## src/rtl/axis_bram_pkg.sv

```systemverilog
// Shared types and constants for the AXI4-Stream to BRAM frame writer.
package axis_bram_pkg;

  typedef enum logic [1:0] {
    IDLE,
    WRITE,
    DONE
  } state_t;

  localparam bit WRAP = 1'b1;
  localparam bit DROP = 1'b0;

  // A single-word buffer still needs a 1-bit address port.
  function automatic int unsigned addr_width(input int unsigned depth);
    return (depth <= 2) ? 1 : $clog2(depth);
  endfunction

endpackage

```

## src/rtl/axis_bram_frame_writer_if.sv

```systemverilog
// AXI4-Stream beat channel between a stream source and the frame writer.
interface axis_bram_frame_writer_if #(
  parameter int unsigned DATA_WIDTH = 32
);

  logic                    tvalid;
  logic                    tready;
  logic [DATA_WIDTH-1:0]   tdata;
  logic [DATA_WIDTH/8-1:0] tkeep;
  logic                    tlast;

  modport master (output tvalid, tdata, tkeep, tlast, input tready);
  modport slave  (input tvalid, tdata, tkeep, tlast, output tready);

endinterface

```

## src/rtl/axis_bram_wr_ptr.sv

```systemverilog
// Write pointer, saturating frame length and sticky overflow for one frame buffer.
module axis_bram_wr_ptr
  import axis_bram_pkg::*;
#(
  parameter int unsigned DEPTH      = 11,
  parameter bit          WRAP_EN    = DROP,
  parameter int unsigned ADDR_WIDTH = 4
) (
  input  logic                  clk,
  input  logic                  rst,
  input  logic                  i_beat,
  input  logic                  i_clr,
  output logic [ADDR_WIDTH-1:0] o_ptr,
  output logic                  o_wr_ok,
  output logic [ADDR_WIDTH:0]   o_len,
  output logic                  o_ovf
);

  localparam logic [ADDR_WIDTH-1:0] LAST_PTR = ADDR_WIDTH'(DEPTH - 1);
  localparam logic [ADDR_WIDTH:0]   LEN_MAX  = (ADDR_WIDTH + 1)'(DEPTH);

  logic [ADDR_WIDTH-1:0] r_ptr;
  logic [ADDR_WIDTH:0]   r_len;
  logic                  r_ovf;
  logic                  w_full;

  // Without wrap the length doubles as the "pointer ran past the end" flag.
  assign w_full  = (r_len == LEN_MAX);
  assign o_wr_ok = (WRAP_EN == WRAP) || !w_full;
  assign o_ptr   = r_ptr;
  assign o_len   = r_len;
  assign o_ovf   = r_ovf;

  always_ff @(posedge clk or posedge rst) begin
    if (rst) begin
      r_ptr <= '0;
      r_len <= '0;
      r_ovf <= 1'b0;
    end else if (i_clr) begin
      r_ptr <= '0;
      r_len <= '0;
      r_ovf <= 1'b0;
    end else if (i_beat) begin
      if (!w_full) begin
        r_len <= r_len + (ADDR_WIDTH + 1)'(1);
      end else begin
        r_ovf <= 1'b1;
      end
      if (o_wr_ok) begin
        r_ptr <= (r_ptr == LAST_PTR) ? '0 : r_ptr + ADDR_WIDTH'(1);
      end
    end
  end

endmodule

```

## src/rtl/axis_bram_frame_writer.sv

```systemverilog
// Captures one tlast-delimited AXI4-Stream frame into a single-port BRAM, then holds until armed.
module axis_bram_frame_writer
  import axis_bram_pkg::*;
#(
  parameter int unsigned DATA_WIDTH = 32,
  parameter int unsigned DEPTH      = 11,
  parameter bit          WRAP_EN    = DROP
) (
  input  logic                                aclk,
  input  logic                                areset,
  axis_bram_frame_writer_if.slave             s,
  input  logic                                arm,
  output logic                                frame_done,
  output logic [addr_width(DEPTH):0]          frame_len,
  output logic                                overflow,
  output logic                                bram_en,
  output logic [DATA_WIDTH/8-1:0]             bram_we,
  output logic [addr_width(DEPTH)-1:0]        bram_addr,
  output logic [DATA_WIDTH-1:0]               bram_din
);

  localparam int unsigned ADDR_WIDTH = addr_width(DEPTH);
  localparam int unsigned KEEP_WIDTH = DATA_WIDTH / 8;

  state_t                  r_state;
  logic                    r_tready;
  logic                    r_done;
  logic                    r_en;
  logic [KEEP_WIDTH-1:0]   r_we;
  logic [ADDR_WIDTH-1:0]   r_addr;
  logic [DATA_WIDTH-1:0]   r_din;

  logic                    w_accept;
  logic                    w_beat;
  logic                    w_clr;
  logic                    w_wr_ok;
  logic [ADDR_WIDTH-1:0]   w_ptr;
  logic [ADDR_WIDTH:0]     w_len;
  logic                    w_ovf;

  assign w_accept = s.tvalid & r_tready;
  assign w_beat   = w_accept & (s.tkeep != '0);
  assign w_clr    = arm & (r_state == DONE);

  axis_bram_wr_ptr #(
    .DEPTH      (DEPTH),
    .WRAP_EN    (WRAP_EN),
    .ADDR_WIDTH (ADDR_WIDTH)
  ) u_wr_ptr (
    .clk     (aclk),
    .rst     (areset),
    .i_beat  (w_beat),
    .i_clr   (w_clr),
    .o_ptr   (w_ptr),
    .o_wr_ok (w_wr_ok),
    .o_len   (w_len),
    .o_ovf   (w_ovf)
  );

  // tready is registered alongside the state so it drops on the same edge DONE is entered.
  always_ff @(posedge aclk or posedge areset) begin
    if (areset) begin
      r_state  <= IDLE;
      r_tready <= 1'b0;
      r_done   <= 1'b0;
    end else begin
      case (r_state)
        IDLE, WRITE: begin
          r_tready <= 1'b1;
          if (w_accept) begin
            if (s.tlast) begin
              r_state  <= DONE;
              r_tready <= 1'b0;
              r_done   <= 1'b1;
            end else begin
              r_state <= WRITE;
            end
          end
        end
        DONE: begin
          if (arm) begin
            r_state  <= IDLE;
            r_tready <= 1'b1;
            r_done   <= 1'b0;
          end
        end
        default: begin
          r_state  <= IDLE;
          r_tready <= 1'b0;
          r_done   <= 1'b0;
        end
      endcase
    end
  end

  always_ff @(posedge aclk or posedge areset) begin
    if (areset) begin
      r_en   <= 1'b0;
      r_we   <= '0;
      r_addr <= '0;
      r_din  <= '0;
    end else if (w_beat && w_wr_ok) begin
      r_en   <= 1'b1;
      r_we   <= s.tkeep;
      r_addr <= w_ptr;
      r_din  <= s.tdata;
    end else begin
      r_en   <= 1'b0;
      r_we   <= '0;
      r_addr <= '0;
      r_din  <= '0;
    end
  end

  assign s.tready   = r_tready;
  assign frame_done = r_done;
  assign frame_len  = w_len;
  assign overflow   = w_ovf;
  assign bram_en    = r_en;
  assign bram_we    = r_we;
  assign bram_addr  = r_addr;
  assign bram_din   = r_din;

endmodule

```

## src/flat_wrapper.sv

```systemverilog
// flat-port wrapper written by rule: the top's interface ports become plain ports
module axis_bram_frame_writer_flat import axis_bram_pkg::*;
#(
  parameter int unsigned DATA_WIDTH = 32,
  parameter int unsigned DEPTH      = 11,
  parameter bit          WRAP_EN    = DROP
)
  (aclk, areset, arm, frame_done, frame_len, overflow, bram_en, bram_we, bram_addr, bram_din, s_tvalid, s_tdata, s_tkeep, s_tlast, s_tready);
  axis_bram_frame_writer_if #(.DATA_WIDTH(DATA_WIDTH)) s_i ();
  input  logic aclk;
  input  logic areset;
  input  logic arm;
  output logic frame_done;
  output logic [addr_width(DEPTH):0] frame_len;
  output logic overflow;
  output logic bram_en;
  output logic [DATA_WIDTH/8-1:0] bram_we;
  output logic [addr_width(DEPTH)-1:0] bram_addr;
  output logic [DATA_WIDTH-1:0] bram_din;
  input wire logic [$bits(s_i.tvalid)-1:0] s_tvalid;
  input wire logic [$bits(s_i.tdata)-1:0] s_tdata;
  input wire logic [$bits(s_i.tkeep)-1:0] s_tkeep;
  input wire logic [$bits(s_i.tlast)-1:0] s_tlast;
  output wire logic [$bits(s_i.tready)-1:0] s_tready;
  assign s_i.tvalid = s_tvalid;
  assign s_i.tdata = s_tdata;
  assign s_i.tkeep = s_tkeep;
  assign s_i.tlast = s_tlast;
  assign s_tready = s_i.tready;
  axis_bram_frame_writer #(.DATA_WIDTH(DATA_WIDTH), .DEPTH(DEPTH), .WRAP_EN(WRAP_EN)) u_core (.aclk(aclk), .areset(areset), .s(s_i), .arm(arm), .frame_done(frame_done), .frame_len(frame_len), .overflow(overflow), .bram_en(bram_en), .bram_we(bram_we), .bram_addr(bram_addr), .bram_din(bram_din));
endmodule
```

## config.mk

```make
export PLATFORM = sky130hd
export DESIGN_NAME = axis_bram_frame_writer_flat
export DESIGN_NICKNAME = d
export VERILOG_FILES = /design/src/rtl/axis_bram_pkg.sv /design/src/rtl/axis_bram_frame_writer_if.sv /design/src/rtl/axis_bram_wr_ptr.sv /design/src/rtl/axis_bram_frame_writer.sv /design/src/flat_wrapper.sv
export SDC_FILE = /design/constraint.sdc
export NUM_CORES = 1
export LEC_CHECK = 0
export ABC_CLOCK_PERIOD_IN_PS = 1800
export BUFFER_PORTS_ARGS = -buffer_cell sky130_fd_sc_hd__buf_4
export CAP_MARGIN = 20
export CORE_MARGIN = 2
export CORE_UTILIZATION = 38
export CTS_CLUSTER_SIZE = 12
export DETAILED_ROUTE_END_ITERATION = 10
export GPL_TIMING_DRIVEN = 0
export HOLD_SLACK_MARGIN = 0.1
export PLACE_DENSITY = 0.74
export SLEW_MARGIN = 10
export SYNTH_ARGS = -nofsm -noshare
export SYNTH_HDL_FRONTEND = slang
export SYNTH_SLANG_ARGS = --single-unit
export TNS_END_PERCENT = 1
```

## constraint.sdc

```tcl
create_clock -name aclk -period 1.8 [get_ports aclk]
set_input_delay 0 -clock aclk [delete_from_list [all_inputs] [get_ports aclk]]
set_output_delay 0 -clock aclk [all_outputs]
set_load 0.01 [all_outputs]
```

==> summary.txt, run 1 <==
Global routing
  – Global-route wire length before repair: roughly 7.7 mm
  – Total GRT Usage: between 10% and 20%
  – Initial antenna violation count: 0
  – Vias in the first global route: 1,730
  – Largest net degree at the start of global routing: 35
  – Gr ovfl total: 0

Synthesis
  – Average size of a mapped cell: between 10 and 15 µm²
  – Area contributors post-synth: dfrtp_1 65%, and2_1 5.6%, and2_4 4.1%
  – Syn_nets: 208
  – Post-synth EDFFs: 0
  – Share of the synthesized area in the top cell type: between 60 and 70%
  – Seq/Total Area, Yosys: 64.7%
  – Synth warnings: 0
  – Distinct cells, synth: 36
  – Top-count cell post-synth: dfrtp_1
  – Synth Instances: 164
  – Post-Syn Area: 2130 µm²
  – Yosys top cell by area: dfrtp_1
  – Synth top cells by count: 55 x dfrtp_1, 19 x and2_1, 10 x and2_4, 10 x nand2_1, 8 x and2_2
  – Yosys reg bits: 55
  – Async SR Flop Fraction: 100%
  – Ys flop type: dfrtp_1

Clocking
  – Clk pin slew, worst setup/hold paths: around 0.090 ns
  – Clk sinks: 55
  – TritonCTS Buffers: 5
  – Root Buffer: clkbuf_8
  – CTS tree: yes
  – Post CTS Setup Buffer Count: 0
  – H-tree depth: 2
  – Max clock buf depth: 2
  – Skew-Pair Late Insertion Delay: approximately 0.30 ns

Timing
  – Rel. slew slack: around 45%
  – Fmax: a little under 600 MHz
  – Final Hold Fails: 0
  – RSZ-0062 raised after global routing: false
  – Final clock skew: between 0.009 and 0.01 ns
  – Crit share post-route: between 90% and 100%
  – Pins Over Slew Limit: 0
  – # setup viols final: 0
  – Worst-Margin Slew: ~0.8 ns
  – Fin crit period: between 1.5 and 2 ns

Status
  – Status: finished, final reports clean

Routing
  – DRT Wirelength: between 4 and 5 mm
  – Antenna-violating nets left: 0
  – Vias after detailed routing: ~1,700
  – Post-DR vias/cell: approximately 4.7
  – Initial DRC count: 55
  – Residual DRC: 0
  – DRT Pass-1 Iters: 4
  – Per-cell routed wire length: 13.3 µm

Die
  – Starting Density: between 30 and 40%
  – Die Area: 6210 µm²
  – Height of the die: ~79 µm
  – Core outline area: 5440 µm²
  – # rows: 27
  – Die width: approximately 79 µm
  – Ports: 90

Power and ir drop
  – Flop pwr share: 46.1%
  – Switch Pwr: between 1000 and 1500 µW
  – Tot Pwr: approximately 3700 µW
  – Static Leak: roughly 0.0017 µW
  – Sw frac: around 29%
  – Design internal power: roughly 2600 µW
  – Pwr dens: 1070 nW/µm²
  – Clock power frac: between 20% and 30%
  – VDD IR max: between 0.5 and 0.6 mV
  – Power share of the combinational group: between 30% and 40%

Setup path
  – Max incr delay on CP: ~0.57 ns
  – CP delay by family, top: buffers and inverters
  – CP endpoint kind: register
  – Crit-path cells: dlygate4sd3_1 -> buf_4 -> or4_4 -> nand3_2 -> inv_2 -> buf_6 -> buf_8 -> and2_4
  – Kind of critical path: in2reg
  – Slowest CP cell: or4_4
  – Buf/Inv on CP: 5
  – Crit path max fanout: 10
  – Req. time, crit path: between 1.5 and 2 ns
  – Critical Path Start Type: primary input
  – CP arrival: between 1.5 and 2 ns

Finish
  – Register Area: roughly 1400 µm²
  – Fillers: about 440
  – Ant diodes: 0
  – Synth-to-Final Area Change: 60.8%
  – Final nets: between 300 and 400
  – Post-layout util: a little over three fifths
  – Final Cell Area: about 3400 µm²
  – Multi-input gate area: around 700 µm²
  – Share of layout cells above drive strength 1: about two fifths

Placement
  – Final GP Congestion: 0.777
  – I/O Buffers: roughly 90
  – Final HPWL DP: roughly 3.2 mm
  – DP Area: 2900 µm²

Hold path
  – Min-Delay Path Class: in2reg

Flow run
  – Max-cap violations: 0
==> state kept, by name, indices dropped and copies added, names as in the netlist <==
register,flops
u_core.r_state,2
u_core.bram_en,1
u_core.bram_we,4
u_core.s.tready,1
u_core.frame_done,1
u_core.u_wr_ptr.o_ptr,4
u_core.u_wr_ptr.o_ovf,1
u_core.u_wr_ptr.o_len,5
u_core.bram_din,32
u_core.bram_addr,4
==> cell type report <==
class,instances,area share [%]
Buffer,6,1.35
Clock buffer,6,2.42
Clock inverter,2,1.02
Inverter,3,0.329
Multi-Input combinational cell,100,20.4
Sequential cell,55,40.3
Tap cell,72,2.64
Timing Repair Buffer,129,31.6
==> path summary, 6_finish.rpt <==
check / start / to / slack [ns] / cells past startpoint
setup / recovery: s_tkeep[2] / u_core.bram_din[17]$_DFF_PP0_ / 0.1 / 8
hold / removal: s_tvalid / u_core.bram_addr[0]$_DFF_PP0_ / 0.22 / 4
setup reg to reg: u_core.u_wr_ptr.o_len[1]$_DFFE_PP0P_ / u_core.bram_din[17]$_DFF_PP0_ / 0.1 / 7
hold reg to reg: u_core.u_wr_ptr.o_ovf$_DFFE_PP0P_ / u_core.u_wr_ptr.o_ovf$_DFFE_PP0P_ / 0.54 / 2
max in group asynchronous: areset / u_core.bram_din[0]$_DFF_PP0_ / 0.97 / 4
min in group asynchronous: areset / u_core.bram_din[20]$_DFF_PP0_ / 0.30 / 3
==> power by group through the flow <==
stage,Sequential [µW],Combinational (µW),Clock [µW]
after detailed placement,1700,1080,0
final,1690,1160,817
after global placement,1690,1050,0
after floorplan,1760,503,0
after global routing,1720,1260,914
after CTS,1680,1160,848
==> cells by family (layout without fill, tap and decap cells) <==
kind of cell / Yosys count / count (layout) / share of synthesized area, %
compound gates: 19 / 19 / 6.00
fa+ha+maj: 3 / 3 / 1.77
buf+inv: 9 / 146 / 2.65
flops: 55 / 55 / 64.7
mux: 4 / 4 / 1.88
simple gates: 74 / 74 / 23.0
==> repair_timing <==
action / in CTS / in global routing
endpoints found under the setup margin: 3 / 21
resized for setup: 1 / 1
endpoints found under the hold margin: 63 / 0
hold buffers: 39 / 0
==> per-stage QoR <==
stage	setup TNS, ns	std cells	setup slack, ns	hold WS [ns]
after floorplan	0	164	0.228	0.0902
after global placement	-9.55	325	-0.176	0.200
after detailed placement	0	326	0.0229	0.0532
after CTS	0	373	0.0118	0.217
after global routing	0	373	0.0144	0.225
final	0	373	0.0996	0.222
==> layer usage <==
layer	GRT usage, %	part of all wire [%]	wire length [µm]	up-vias
met1	18.2	38	1870	842
met2	30.1	54	2680	68
met3	3.41	7.0	345	9
li1	-	-	-	829
met5	0	0	0	-
met4	4.56	1.5	72	0
==> cell usage in the layout (no fill, tap or decap), types with 3 or more instances in the layout <==
cell,n
a211oi_1,3
a21oi_1,4
and2_1,19
and2_2,8
and2_4,10
and3_1,3
buf_4,90
clkbuf_8,6
dfrtp_1,55
dlygate4sd3_1,39
ha_1,3
mux2i_1,4
nand2_1,10
nor2_1,5
o31ai_1,4
==> worst reg2reg max path, stage by stage, from the launching register on <==
cell and delay [ns]:
dfrtp_1 0.42, ha_1 0.26, nand4bb_2 0.24, nand3_2 0.18, inv_2 0.06, buf_6 0.14, buf_8 0.14, and2_4 0.15
No activity file was read; power rests on OpenSTA's default activity.
==> run 2, diff against run 1 <==
--- a/config.mk
+++ b/config.mk
@@ -15,6 +15,7 @@
 export GPL_TIMING_DRIVEN = 0
 export HOLD_SLACK_MARGIN = 0.1
 export PLACE_DENSITY = 0.74
+export SETUP_SLACK_MARGIN = 0.1
 export SLEW_MARGIN = 10
 export SYNTH_ARGS = -nofsm -noshare
 export SYNTH_HDL_FRONTEND = slang
==> summary.txt, run 2 (same netlist as run 1, synthesis figures left out) <==
Timing
  – # setup viols final: 0
  – Worst-Margin Slew: between 0.5 and 0.6 ns
  – Final clock skew: just under 0.008 ns
  – Fin crit period: approximately 1.7 ns
  – RSZ-0062 raised after global routing: true
  – Total negative slack: 0 ns
  – Pins Over Slew Limit: 0
  – Worst hold slack: ~0.21 ns
  – Fmax: between 500 and 600 MHz
  – Rel. slew slack: 62.9%
  – Final Hold Fails: 0
  – Crit share post-route: approximately 94%

Routing
  – Antenna-violating nets left: 0
  – DRT Wirelength: around 5 mm
  – DRT Pass-1 Iters: 4
  – Residual DRC: 0
  – Vias after detailed routing: ~1,800
  – Initial DRC count: between 60 and 70
  – Post-DR vias/cell: approximately 4.7
  – Per-cell routed wire length: about 13 µm

Setup path
  – CP arrival: about 1.9 ns
  – Max incr delay on CP: 0.58 ns
  – Crit-path cells: dlygate4sd3_1 -> buf_4 -> or4_4 -> nand3_4 -> inv_2 -> buf_6 -> buf_8 -> and2_4
  – Kind of critical path: in2reg
  – Crit path max fanout: 10
  – Buf/Inv on CP: 5
  – CP delay by family, top: buffers and inverters
  – Slowest CP cell: or4_4
  – Req. time, crit path: between 1.5 and 2 ns
  – Critical Path Start Type: primary input
  – CP endpoint kind: register

Power and ir drop
  – Design internal power: between 2000 and 3000 µW
  – Pwr dens: about 1100 nW/µm²
  – Switch Pwr: 1090 µW
  – Sw frac: just under 30%
  – Clock power frac: 22.1%
  – VDD IR max: around 0.54 mV
  – Flop pwr share: a little under half
  – Tot Pwr: 3690 µW
  – Power share of the combinational group: between 30 and 40%
  – Static Leak: roughly 0.0017 µW

Global routing
  – Global-route wire length before repair: around 7.7 mm
  – Total GRT Usage: approximately 16%
  – Largest net degree at the start of global routing: 35
  – Gr ovfl total: 0
  – Vias in the first global route: approximately 1,700
  – Initial antenna violation count: 0

Clocking
  – TritonCTS Buffers: 5
  – Clk sinks: 55
  – Clk pin slew, worst setup/hold paths: ~0.090 ns
  – Post CTS Setup Buffer Count: 0
  – CTS tree: yes
  – H-tree depth: 2
  – Root Buffer: clkbuf_8
  – Skew-Pair Late Insertion Delay: 0.30 ns
  – Max clock buf depth: 2

Finish
  – Multi-input gate area: between 700 and 800 µm²
  – Ant diodes: 0
  – Most common cell after layout, fill and taps aside: buf_4
  – Final nets: between 300 and 400
  – Synth-to-Final Area Change: 62.1%
  – Register Area: ~1400 µm²
  – Largest register FFs: 32
  – Most frequent cells in the layout: 90 x buf_4, 55 x dfrtp_1, 39 x dlygate4sd3_1
  – Fillers: between 400 and 500
  – Final Cell Area: around 3400 µm²
  – Post-layout util: approximately 63%
  – Share of layout cells above drive strength 1: a little over two fifths

Hold path
  – Min-Delay Path Class: in2reg

Die
  – # rows: 27
  – Die Area: roughly 6200 µm²
  – Height of the die: 78.8 µm
  – Ports: 90
  – Starting Density: between 30% and 40%
  – Die width: about 79 µm
  – Core outline area: 5440 µm²

Status
  – Status: finished, final reports clean

Placement
  – I/O Buffers: 89
  – Final HPWL DP: between 3 and 4 mm
  – DP Area: ~2900 µm²
  – Final GP Congestion: 0.777

Flow run
  – Max-cap violations: 0
==> run 2: changes by cell type in the layout (fill, tap and decap cells not counted) <==
cell / delta
nor4_1: -1
nor4_2: +1
nand4bb_2: -1
nand4bb_4: +1
nand3_2: -1
ha_2: +1
nand3_4: +1
ha_1: -1
==> run 2: layer usage <==
layer	share of wire [%]	track usage, %	vias to the layer above
met5	0	0	-
met1	38	18.0	848
met2	54	30.4	65
met3	6.7	3.41	9
li1	-	-	829
met4	1.4	4.56	0
==> run 2: layout make-up <==
| type | instances | share of cell area [%] |
|---|---|---|
| clock buffer | 6 | 2.40 |
| buffer | 6 | 1.34 |
| tap | 72 | 2.61 |
| sequential | 55 | 39.9 |
| clock inverter | 2 | 1.02 |
| multi-input combinational | 100 | 21.1 |
| inverter | 3 | 0.327 |
| timing repair buffer | 129 | 31.3 |
==> run 2: power by group through the flow <==
stage | sequential (µW) | combinational, µW | clock, µW
CTS | 1680 | 1160 | 848
floorplan | 1760 | 503 | 0
global route | 1730 | 1290 | 914
global placement | 1690 | 1050 | 0
detailed placement | 1700 | 1080 | 0
finish | 1690 | 1180 | 816
==> run 2: final timing paths <==
kind | to | cells after the start | from | slack (ns)
max in group asynchronous | u_core.bram_din[0]$_DFF_PP0_ | 4 | areset | 0.98
worst min-delay path | u_core.bram_addr[0]$_DFF_PP0_ | 4 | s_tvalid | 0.21
min in group asynchronous | u_core.bram_din[20]$_DFF_PP0_ | 3 | areset | 0.30
worst max-delay path | u_core.bram_din[17]$_DFF_PP0_ | 8 | s_tkeep[2] | 0.11
worst max register to register | u_core.bram_din[17]$_DFF_PP0_ | 7 | u_core.u_wr_ptr.o_len[1]$_DFFE_PP0P_ | 0.20
worst min register to register | u_core.u_wr_ptr.o_ovf$_DFFE_PP0P_ | 2 | u_core.u_wr_ptr.o_ovf$_DFFE_PP0P_ | 0.54
==> run 2: repair_timing <==
| action | CTS | global route |
|---|---|---|
| gates resized for setup | 2 | 4 |
| hold buffers | 39 | 0 |
| hold endpoints to repair | 63 | 0 |
| setup endpoints to repair | 21 | 22 |
==> run 2: metrics by stage <==
stage	worst slack, ns	instances
2_1_floorplan	0.228	164
3_3_place_gp	-0.176	325
3_5_place_dp	0.0229	326
4_1_cts	0.113	373
5_1_grt	0.0805	373
6_report	0.113	373
==> run 2: worst min-delay path: stages <==
cell	delay, ns
buf_4	0.11
and2_2	0.22
nand3_4	0.10
nor2_1	0.05
